**src/rtl/npc_lsu_if.sv**
```systemverilog
// Core request/response channel and memory-bus channel of the npc load/store unit.
// master: core plus memory adapter side; slave: the LSU itself.
interface npc_lsu_if #(
  parameter int XLEN   = 32,
  parameter int ADDR_W = 32
);
  logic                req_valid;
  logic                req_ready;
  logic                req_is_store;
  logic [1:0]          req_size;
  logic                req_unsigned;
  logic [ADDR_W-1:0]   req_addr;
  logic [XLEN-1:0]     req_wdata;
  logic                resp_valid;
  logic [XLEN-1:0]     resp_rdata;
  logic [1:0]          resp_err;
  logic                mem_req_valid;
  logic                mem_req_ready;
  logic                mem_we;
  logic [ADDR_W-1:0]   mem_addr;
  logic [XLEN-1:0]     mem_wdata;
  logic [XLEN/8-1:0]   mem_wmask;
  logic                mem_resp_valid;
  logic [XLEN-1:0]     mem_rdata;

  modport master (
    output req_valid, req_is_store, req_size, req_unsigned, req_addr, req_wdata,
           mem_req_ready, mem_resp_valid, mem_rdata,
    input  req_ready, resp_valid, resp_rdata, resp_err,
           mem_req_valid, mem_we, mem_addr, mem_wdata, mem_wmask
  );

  modport slave (
    input  req_valid, req_is_store, req_size, req_unsigned, req_addr, req_wdata,
           mem_req_ready, mem_resp_valid, mem_rdata,
    output req_ready, resp_valid, resp_rdata, resp_err,
           mem_req_valid, mem_we, mem_addr, mem_wdata, mem_wmask
  );
endinterface

```
**src/rtl/npc_lsu.sv**
```systemverilog
// Multi-cycle load/store unit: valid/ready request in, variable-latency memory bus out,
// with lane shifting, byte masks, load extension, misalignment and timeout errors.
module npc_lsu #(
  parameter int XLEN     = 32,
  parameter int ADDR_W   = 32,
  parameter int WAIT_MAX = 255
) (
  input logic      clk,
  input logic      reset,
  npc_lsu_if.slave bus
);

  localparam int NB    = XLEN / 8;
  localparam int OFF_W = $clog2(NB);
  localparam int CNT_W = (WAIT_MAX < 2) ? 1 : $clog2(WAIT_MAX + 1);
  localparam logic [CNT_W-1:0] CNT_LAST = (WAIT_MAX == 0) ? '0 : CNT_W'(WAIT_MAX - 1);

  typedef enum logic [1:0] {IDLE, REQ, WAIT, RESP} state_t;

  state_t             state;
  state_t             state_nxt;

  logic               is_store_q;
  logic               unsigned_q;
  logic [1:0]         size_q;
  logic [OFF_W-1:0]   lane_q;
  logic [ADDR_W-1:0]  mem_addr_q;
  logic [XLEN-1:0]    wdata_q;
  logic [NB-1:0]      wmask_q;
  logic [XLEN-1:0]    rdata_q;
  logic [1:0]         err_q;
  logic [CNT_W-1:0]   wait_cnt;

  logic [OFF_W-1:0]   lane_in;
  logic               misaligned;
  logic [NB-1:0]      base_mask;
  logic               timeout;
  logic [XLEN-1:0]    shifted;
  logic [XLEN-1:0]    load_val;

  // Request decode: alignment check and byte-enable pattern before lane shift
  always_comb begin
    lane_in    = bus.req_addr[OFF_W-1:0];
    misaligned = 1'b0;
    base_mask  = '0;
    case (bus.req_size)
      2'd0: begin
        misaligned = 1'b0;
        base_mask  = NB'(1);
      end
      2'd1: begin
        misaligned = bus.req_addr[0];
        base_mask  = NB'(3);
      end
      2'd2: begin
        misaligned = |bus.req_addr[1:0];
        base_mask  = NB'(15);
      end
      default: begin
        misaligned = (XLEN == 32) || (|bus.req_addr[2:0]);
        base_mask  = NB'(255);
      end
    endcase
  end

  // Load lane extraction and sign/zero extension
  always_comb begin
    shifted  = bus.mem_rdata >> {lane_q, 3'b000};
    load_val = shifted;
    case (size_q)
      2'd0: begin
        if (unsigned_q) load_val = XLEN'(shifted[7:0]);
        else            load_val = XLEN'($signed(shifted[7:0]));
      end
      2'd1: begin
        if (unsigned_q) load_val = XLEN'(shifted[15:0]);
        else            load_val = XLEN'($signed(shifted[15:0]));
      end
      2'd2: begin
        if (unsigned_q) load_val = XLEN'(shifted[31:0]);
        else            load_val = XLEN'($signed(shifted[31:0]));
      end
      default: load_val = shifted;
    endcase
  end

  assign timeout = (WAIT_MAX != 0) && (wait_cnt == CNT_LAST);

  always_ff @(posedge clk) begin
    if (reset) state <= IDLE;
    else       state <= state_nxt;
  end

  // A response arriving in the timeout cycle wins over the timeout
  always_comb begin
    state_nxt         = state;
    bus.req_ready     = 1'b0;
    bus.resp_valid    = 1'b0;
    bus.mem_req_valid = 1'b0;
    bus.mem_we        = 1'b0;
    case (state)
      IDLE: begin
        bus.req_ready = 1'b1;
        if (bus.req_valid) state_nxt = misaligned ? RESP : REQ;
      end
      REQ: begin
        bus.mem_req_valid = 1'b1;
        bus.mem_we        = is_store_q;
        if (bus.mem_req_ready) state_nxt = WAIT;
      end
      WAIT: begin
        if (bus.mem_resp_valid || timeout) state_nxt = RESP;
      end
      RESP: begin
        bus.resp_valid = 1'b1;
        state_nxt      = IDLE;
      end
      default: state_nxt = IDLE;
    endcase
  end

  always_ff @(posedge clk) begin
    if (reset) begin
      is_store_q <= 1'b0;
      unsigned_q <= 1'b0;
      size_q     <= 2'd0;
      lane_q     <= '0;
      mem_addr_q <= '0;
      wdata_q    <= '0;
      wmask_q    <= '0;
      rdata_q    <= '0;
      err_q      <= 2'd0;
      wait_cnt   <= '0;
    end else begin
      case (state)
        IDLE: begin
          if (bus.req_valid) begin
            is_store_q <= bus.req_is_store;
            unsigned_q <= bus.req_unsigned;
            size_q     <= bus.req_size;
            lane_q     <= lane_in;
            mem_addr_q <= {bus.req_addr[ADDR_W-1:OFF_W], {OFF_W{1'b0}}};
            wdata_q    <= bus.req_wdata << {lane_in, 3'b000};
            wmask_q    <= bus.req_is_store ? (base_mask << lane_in) : '1;
            rdata_q    <= '0;
            err_q      <= misaligned ? 2'd1 : 2'd0;
            wait_cnt   <= '0;
          end
        end
        WAIT: begin
          if (bus.mem_resp_valid) begin
            if (!is_store_q) rdata_q <= load_val;
          end else if (timeout) begin
            err_q <= 2'd2;
          end else begin
            wait_cnt <= wait_cnt + 1'b1;
          end
        end
        default: ;
      endcase
    end
  end

  assign bus.resp_rdata = rdata_q;
  assign bus.resp_err   = err_q;
  assign bus.mem_addr   = mem_addr_q;
  assign bus.mem_wdata  = wdata_q;
  assign bus.mem_wmask  = wmask_q;

endmodule

```
**src/flat_wrapper.sv**
```systemverilog
// flat-port wrapper written by rule: the top's interface ports become plain ports
module npc_lsu_flat 
#(
  parameter int XLEN     = 32,
  parameter int ADDR_W   = 32,
  parameter int WAIT_MAX = 255
)
  (clk, reset, bus_req_valid, bus_req_is_store, bus_req_size, bus_req_unsigned, bus_req_addr, bus_req_wdata, bus_mem_req_ready, bus_mem_resp_valid, bus_mem_rdata, bus_req_ready, bus_resp_valid, bus_resp_rdata, bus_resp_err, bus_mem_req_valid, bus_mem_we, bus_mem_addr, bus_mem_wdata, bus_mem_wmask);
  npc_lsu_if #(.XLEN(XLEN), .ADDR_W(ADDR_W)) bus_i ();
  input logic clk;
  input logic reset;
  input wire logic [$bits(bus_i.req_valid)-1:0] bus_req_valid;
  input wire logic [$bits(bus_i.req_is_store)-1:0] bus_req_is_store;
  input wire logic [$bits(bus_i.req_size)-1:0] bus_req_size;
  input wire logic [$bits(bus_i.req_unsigned)-1:0] bus_req_unsigned;
  input wire logic [$bits(bus_i.req_addr)-1:0] bus_req_addr;
  input wire logic [$bits(bus_i.req_wdata)-1:0] bus_req_wdata;
  input wire logic [$bits(bus_i.mem_req_ready)-1:0] bus_mem_req_ready;
  input wire logic [$bits(bus_i.mem_resp_valid)-1:0] bus_mem_resp_valid;
  input wire logic [$bits(bus_i.mem_rdata)-1:0] bus_mem_rdata;
  output wire logic [$bits(bus_i.req_ready)-1:0] bus_req_ready;
  output wire logic [$bits(bus_i.resp_valid)-1:0] bus_resp_valid;
  output wire logic [$bits(bus_i.resp_rdata)-1:0] bus_resp_rdata;
  output wire logic [$bits(bus_i.resp_err)-1:0] bus_resp_err;
  output wire logic [$bits(bus_i.mem_req_valid)-1:0] bus_mem_req_valid;
  output wire logic [$bits(bus_i.mem_we)-1:0] bus_mem_we;
  output wire logic [$bits(bus_i.mem_addr)-1:0] bus_mem_addr;
  output wire logic [$bits(bus_i.mem_wdata)-1:0] bus_mem_wdata;
  output wire logic [$bits(bus_i.mem_wmask)-1:0] bus_mem_wmask;
  assign bus_i.req_valid = bus_req_valid;
  assign bus_i.req_is_store = bus_req_is_store;
  assign bus_i.req_size = bus_req_size;
  assign bus_i.req_unsigned = bus_req_unsigned;
  assign bus_i.req_addr = bus_req_addr;
  assign bus_i.req_wdata = bus_req_wdata;
  assign bus_i.mem_req_ready = bus_mem_req_ready;
  assign bus_i.mem_resp_valid = bus_mem_resp_valid;
  assign bus_i.mem_rdata = bus_mem_rdata;
  assign bus_req_ready = bus_i.req_ready;
  assign bus_resp_valid = bus_i.resp_valid;
  assign bus_resp_rdata = bus_i.resp_rdata;
  assign bus_resp_err = bus_i.resp_err;
  assign bus_mem_req_valid = bus_i.mem_req_valid;
  assign bus_mem_we = bus_i.mem_we;
  assign bus_mem_addr = bus_i.mem_addr;
  assign bus_mem_wdata = bus_i.mem_wdata;
  assign bus_mem_wmask = bus_i.mem_wmask;
  npc_lsu #(.XLEN(XLEN), .ADDR_W(ADDR_W), .WAIT_MAX(WAIT_MAX)) u_core (.clk(clk), .reset(reset), .bus(bus_i));
endmodule
```
**config.mk**
```make
export PLATFORM = sky130hd
export DESIGN_NAME = npc_lsu_flat
export DESIGN_NICKNAME = d
export VERILOG_FILES = /design/src/rtl/npc_lsu_if.sv /design/src/rtl/npc_lsu.sv /design/src/flat_wrapper.sv
export SDC_FILE = /design/constraint.sdc
export NUM_CORES = 1
export LEC_CHECK = 0
export ABC_AREA = 1
export CORE_AREA = 2 2 146 148
export CTS_CLUSTER_DIAMETER = 60
export CTS_CLUSTER_SIZE = 40
export DETAILED_ROUTE_END_ITERATION = 16
export DIE_AREA = 0 0 148 150
export GPL_ROUTABILITY_DRIVEN = 1
export PLACE_DENSITY = 0.53
export SLEW_MARGIN = 20
export SYNTH_ARGS = -nofsm -noshare
export SYNTH_HDL_FRONTEND = slang
export SYNTH_SLANG_ARGS = --single-unit
```
**constraint.sdc**
```tcl
create_clock -name clk -period 1.9 [get_ports clk]
set_input_delay 0.38 -clock clk [delete_from_list [all_inputs] [get_ports clk]]
set_output_delay 0.38 -clock clk [all_outputs]
set_load 0.005 [all_outputs]
```
==> results by group, run 1 <==
Finish
  – Diode count: 0
  – Area Overhead vs Synth: 55.3%
  – Share of layout cells above drive strength 1: 12.3%
  – Non-Filler Instances: 1309
  – Final #Nets: 1132

Floorplanning
  – Area of the core: 0.0207 mm2
  – I/O pin count: 211
  – Die X: 148 um
  – Std-Cell Rows: 53
  – Die Y-Extent: 150 um
  – Die area: 0.0222 mm2
  – Starting Density: 27.6%

Timing
  – Final worst slack: 0.0816 ns
  – RSZ-0062 raised after global routing: false
  – Final hold vios: 0
  – Final min period: 1.82 ns
  – Max Slew Vio Count: 0
  – Fmax: 0.550 GHz
  – Setup Skew: 0.00482 ns
  – Final setup fails: 0
  – Period utilization: 95.7%
  – Hold WS: 0.456 ns

Synthesis
  – Synth area leader: dfxtp_1
  – Post-synth cell types: 38
  – Mapped cell area: 0.00571 mm2
  – Synth area leaders: dfxtp_1 (41%), nand2_1 (12%), nor2_1 (7.1%)
  – Top-count cell post-synth: nand2_1
  – Post-Syn Area per Cell: 7.04 um2
  – Register bit total from synthesis: 116
  – Gate count of the mapped netlist: 811
  – Sequential cell area fraction in the yosys report: 40.7%
  – Top FF cell, synth: dfxtp_1
  – Synth top area share: 40.7%
  – Synth cell count leaders: nand2_1 (175), dfxtp_1 (116), nor2_1 (108), o21ai_0 (79), a21oi_1 (75)
  – EDFF count, synth: 0
  – Yosys warns: 0
  – Synth async-reset ratio: 0%

Power and ir drop
  – PD cells: 1210 mW/mm2
  – Total power: 10700 uW
  – Maximum vdd drop: 0.636 mV
  – P_leak: 0.00359 uW

Clock network
  – H-tree depth: 4
  – Post-CTS Hold Buffers: 0
  – Clk sink count: 116
  – Clk Tree Root Cell: clkbuf_16
  – Postcts setup bufs: 0
  – TritonCTS Buffers: 17
  – Clk pin slew, worst setup/hold paths: 0.06 ns
  – Worst-case clock buffer depth: 2
  – Clk_lat worst skew: 0.41 ns
  – TritonCTS clock tree: built

Global routing
  – GRT Util Overall: 17.4%
  – Largest net degree at the start of global routing: 59
  – Antenna violations before repair: 1
  – First-pass GRT wire length: 30.3 mm
  – Grt ovf: 0
  – Vias in the first global route: 5844

Placement
  – Detail Placement HPWL: 13.7 mm
  – Cell count after placement: 1274
  – Final Wtd Congestion: 0.845
  – Port-buffer cells: 208
  – Worst slack at placement: -0.00408 ns

Worst setup path
  – CP Data Arrival Time: 1.44 ns
  – Crit path required time: 1.52 ns
  – CP bufs+invs: 1
  – Max FO, Critical Path: 3
  – CP endpoint kind: primary output
  – CP Cell Sequence: ha_1 > clkdlybuf4s50_1
  – CP max stage cell: clkdlybuf4s50_1
  – CP max stage delay: 0.53 ns
  – CP Class: reg2out
  – Crit-path leading delay family: buffers and inverters
  – Startpoint types: flip-flop

Detailed routing
  – Vias per cell: 4.63
  – Wire per inst: 15.1 um
  – WL final: 19.7 mm
  – 1st-iter DRT viols: 410
  – Via count: 6062
  – Drt pass-1 iters: 5
  – Remaining DRCs: 0
  – DRT antenna net count: 0

Status
  – Status: finished, final reports clean

Worst hold path
  – Hold Path Class: in2reg

Job
  – Maxcap violations: 0
[layer usage]
layer | wire, um | GRT usage [%]
met1 | 9010 | 22.5
met2 | 8620 | 27.2
met3 | 1800 | 6.43
met4 | 261 | 4.67
met5 | 13 | 0
[per-stage QoR]
| step | utilization, % | cell area [um2] | TNS [ns] |
|---|---|---|---|
| after detailed placement | 39.6 | 8200 | -0.00408 |
| after CTS | 42.5 | 8790 | 0 |
| after floorplan | - | 5710 | 0 |
| after global placement | 39.6 | 8200 | 0 |
| final | 42.8 | 8860 | 0 |
| after global routing | 42.8 | 8860 | 0 |
[layout make-up]
class	instances	area [um2]
Fill cell	2181	11800
Multi-Input combinational cell	581	2890
Timing Repair Buffer	247	2500
Sequential cell	116	2320
Clock buffer	17	425
Tap cell	275	344
Inverter	58	223
Clock inverter	15	154
[worst register-to-register path: stages (launching register included)]
cell,delay [ns]
dfxtp_2,0.35
inv_2,0.06
ha_2,0.21
inv_2,0.06
nand2_1,0.05
nand2_1,0.11
clkinv_2,0.09
buf_4,0.14
o211ai_4,0.16
clkbuf_16,0.25
nand2_1,0.07
a21oi_2,0.14
[where the power goes]
part           internal (uW)  total (uW)  switching [uW]
Combinational           2080        4420            2340
Sequential              2870        3110             241
Clock                   1940        3180            1240
[registers in the layout, summed over array words and instances, names as in the netlist]
register / cells
u_core.wait_cnt: 8
u_core.state: 2
u_core.unsigned_q: 1
u_core.lane_q: 2
u_core.bus.mem_wdata: 32
u_core.bus.mem_wmask: 4
u_core.size_q: 2
u_core.bus.mem_addr: 30
u_core.bus.resp_err: 2
u_core.is_store_q: 1
u_core.bus.resp_rdata: 32
[kinds of logic (layout without fill, tap and decap cells)]
| kind of cell | Yosys count | in the layout | synth area share, % |
|---|---|---|---|
| DFF | 116 | 116 | 40.7 |
| buffers and inverters | 115 | 337 | 9.29 |
| AOI/OAI and AO/OA | 209 | 209 | 21.1 |
| xor gates and xnor gates | 1 | 1 | 0.153 |
| adders and majority gates | 6 | 6 | 1.32 |
| and+or+nand+nor | 363 | 363 | 27.4 |
| other | 1 | 2 | 0.0657 |
[final timing paths]
path / slack, ns / endpoint / cells past startpoint / startpoint
max: 0.08 / bus_resp_valid / 2 / u_core.state[0]$_SDFFE_PP0P_
min: 0.46 / u_core.wait_cnt[4]$_SDFFE_PP0P_ / 3 / reset
max reg2reg: 0.14 / u_core.bus.resp_rdata[29]$_SDFFE_PP0P_ / 11 / u_core.state[0]$_SDFFE_PP0P_
min reg2reg: 0.46 / u_core.bus.resp_rdata[19]$_SDFFE_PP0P_ / 2 / u_core.bus.resp_rdata[19]$_SDFFE_PP0P_
[layout by cell type (no fill, tap or decap), types with 6 or more instances in the layout]
cell	n
buf_12	8
o211ai_1	19
nand2_2	12
nand2_1	174
a21oi_2	10
inv_1	47
nor2_1	108
o21ai_1	7
clkbuf_16	19
a211oi_1	8
clkinv_2	6
buf_4	28
dfxtp_1	114
a21oi_1	75
o211a_1	7
nand3_1	45
inv_2	6
or2_2	8
o21ai_0	79
clkdlybuf4s50_1	204
[timing repair]
item                                    CTS  global route
endpoints found under the setup margin    3            15
gates resized for setup                   8             4
cloned                                    0             3
Note: power is estimated with default switching activity, not from simulation.
==> inputs of run 2 (changes only) <==
--- a/config.mk
+++ b/config.mk
@@ -6,13 +6,15 @@
 export NUM_CORES = 1
 export LEC_CHECK = 0
 export ABC_AREA = 1
+export CELL_PAD_IN_SITES_DETAIL_PLACEMENT = 1
+export CELL_PAD_IN_SITES_GLOBAL_PLACEMENT = 1
 export CORE_AREA = 2 2 146 148
 export CTS_CLUSTER_DIAMETER = 60
 export CTS_CLUSTER_SIZE = 40
 export DETAILED_ROUTE_END_ITERATION = 16
 export DIE_AREA = 0 0 148 150
 export GPL_ROUTABILITY_DRIVEN = 1
-export PLACE_DENSITY = 0.53
+export PLACE_DENSITY = 0.72
 export SLEW_MARGIN = 20
 export SYNTH_ARGS = -nofsm -noshare
 export SYNTH_HDL_FRONTEND = slang
==> results by group, run 2 (synthesis results as in run 1) <==
Power and ir drop
  – PD cells: 1210 mW/mm2
  – P_leak: 0.00361 uW
  – Maximum vdd drop: 0.627 mV

Detailed routing
  – Vias per cell: 4.80
  – Drt pass-1 iters: 4
  – DRT antenna net count: 0
  – Via count: 6315
  – Wire per inst: 16.5 um
  – WL final: 21.8 mm
  – 1st-iter DRT viols: 347
  – Remaining DRCs: 0

Timing
  – Final setup fails: 0
  – RSZ-0062 raised after global routing: false
  – Setup Skew: 0.00728 ns
  – Final min period: 1.82 ns
  – Final worst slack: 0.0796 ns
  – Fmax: 0.549 GHz
  – Final hold vios: 0
  – Hold WS: 0.449 ns
  – Max Slew Vio Count: 0
  – Period utilization: 95.8%

Worst hold path
  – Hold Path Class: in2reg

Clock network
  – Clk_lat worst skew: 0.42 ns
  – Postcts setup bufs: 0
  – TritonCTS clock tree: built
  – Worst-case clock buffer depth: 2
  – Clk Tree Root Cell: clkbuf_16
  – TritonCTS Buffers: 17
  – H-tree depth: 4
  – Clk sink count: 116
  – Clk pin slew, worst setup/hold paths: 0.05 ns

Finish
  – Share of layout cells above drive strength 1: 12.8%
  – Diode count: 0
  – Commonest cells after routing, fill and taps aside: clkdlybuf4s50_1 (204), nand2_1 (173), dfxtp_1 (114)
  – Area Overhead vs Synth: 56.0%
  – Final #Nets: 1139
  – Most common cell after layout, fill and taps aside: clkdlybuf4s50_1
  – Fill cells: 2555
  – Non-Filler Instances: 1315

Global routing
  – Grt ovf: 0
  – First-pass GRT wire length: 33.7 mm
  – Antenna violations before repair: 0
  – Vias in the first global route: 6340
  – GRT Util Overall: 19.3%
  – Largest net degree at the start of global routing: 59

Worst setup path
  – Worst reg2reg path depth: 10
  – Launching point of the worst reg2reg path: u_core.state[0]$_SDFFE_PP0P_
  – Startpoint types: flip-flop
  – CP Data Arrival Time: 1.44 ns
  – Max FO, Critical Path: 3
  – Crit path required time: 1.52 ns
  – Crit path from: u_core.state[1]$_SDFFE_PP0P_
  – Crit path capture: bus_resp_valid
  – CP endpoint kind: primary output
  – CP Class: reg2out
  – Critical R2R Capture: u_core.bus.resp_rdata[22]$_SDFFE_PP0P_
  – Reg-to-reg slack, setup: 0.16 ns

Floorplanning
  – Die area: 0.0222 mm2
  – Area of the core: 0.0207 mm2
  – Die X: 148 um
  – Die Y-Extent: 150 um
  – Std-Cell Rows: 53
  – Starting Density: 27.6%
  – I/O pin count: 211

Placement
  – Detail Placement HPWL: 15.1 mm
  – Cell count after placement: 1281
  – Port-buffer cells: 208
  – Worst slack at placement: -0.0819 ns
  – Final Wtd Congestion: 0.817

Status
  – Status: finished, final reports clean

Job
  – Maxcap violations: 0
## run 2: cell count changes in the layout (fill, tap and decap cells not counted), sizes merged
cell / delta
buf: +7
inv: -5
clkbuf: +2
clkinv: +2
bufinv: -1
clkinvlp: +1
## run 2: metrics by stage
stage | setup TNS [ns] | util (%) | instance area [um2] | total power [uW]
2_1_floorplan | 0 | - | 5710 | 5420
3_3_place_gp | -0.207 | 39.9 | 8260 | 7380
3_5_place_dp | -0.825 | 39.9 | 8260 | 7450
4_1_cts | 0 | 42.7 | 8830 | 10500
5_1_grt | 0 | 43.0 | 8900 | 11500
6_report | 0 | 43.0 | 8900 | 10800
## run 2: repair_timing
action                     CTS  global route
resized for setup            6             5
pin swaps                    0             0
hold buffers                 0             0
setup endpoints to repair    3            19
cloned                       0             3
## run 2: worst max-delay path, stage by stage (launching register included)
cell and delay [ns]:
dfxtp_2 0.35, ha_1 0.14, clkdlybuf4s50_1 0.53
## run 2: power by group
part	switching (uW)	internal [uW]	total (uW)
sequential	252	2870	3120
clock	1200	1850	3050
combinational	2480	2120	4590
total	3930	6840	10800
## run 2: final cells by class
type / count / area [um2] / area share (%)
inverter: 58 / 223 / 2.50
tap: 275 / 344 / 3.86
multi-input combinational: 581 / 2880 / 32.3
clock inverter: 12 / 109 / 1.22
timing repair buffer: 254 / 2570 / 28.9
sequential: 116 / 2320 / 26.1
clock buffer: 19 / 453 / 5.09
## run 2: metal layers
layer,share of wire [%],GRT usage [%]
met1,44,24.9
met2,47,31.1
met3,7.2,5.46
met4,1.8,6.05
met5,0,0
## run 2: worst min-delay path by stage
stage / startpoint / to / depth (start not counted) / slack (ns)
after global routing: reset / u_core.wait_cnt[4]$_SDFFE_PP0P_ / 3 / 0.47
after floorplan: u_core.bus.resp_err[0]$_SDFFE_PP0P_ / u_core.bus.resp_err[0]$_SDFFE_PP0P_ / 2 / 0.46
after global placement: u_core.bus.resp_err[0]$_SDFFE_PP0P_ / u_core.bus.resp_err[0]$_SDFFE_PP0P_ / 2 / 0.45
after CTS: reset / u_core.bus.mem_wdata[11]$_SDFFE_PP0P_ / 3 / 0.46
after detailed placement: u_core.bus.resp_rdata[11]$_SDFFE_PP0P_ / u_core.bus.resp_rdata[11]$_SDFFE_PP0P_ / 2 / 0.46
final: reset / u_core.wait_cnt[7]$_SDFFE_PP0P_ / 3 / 0.45
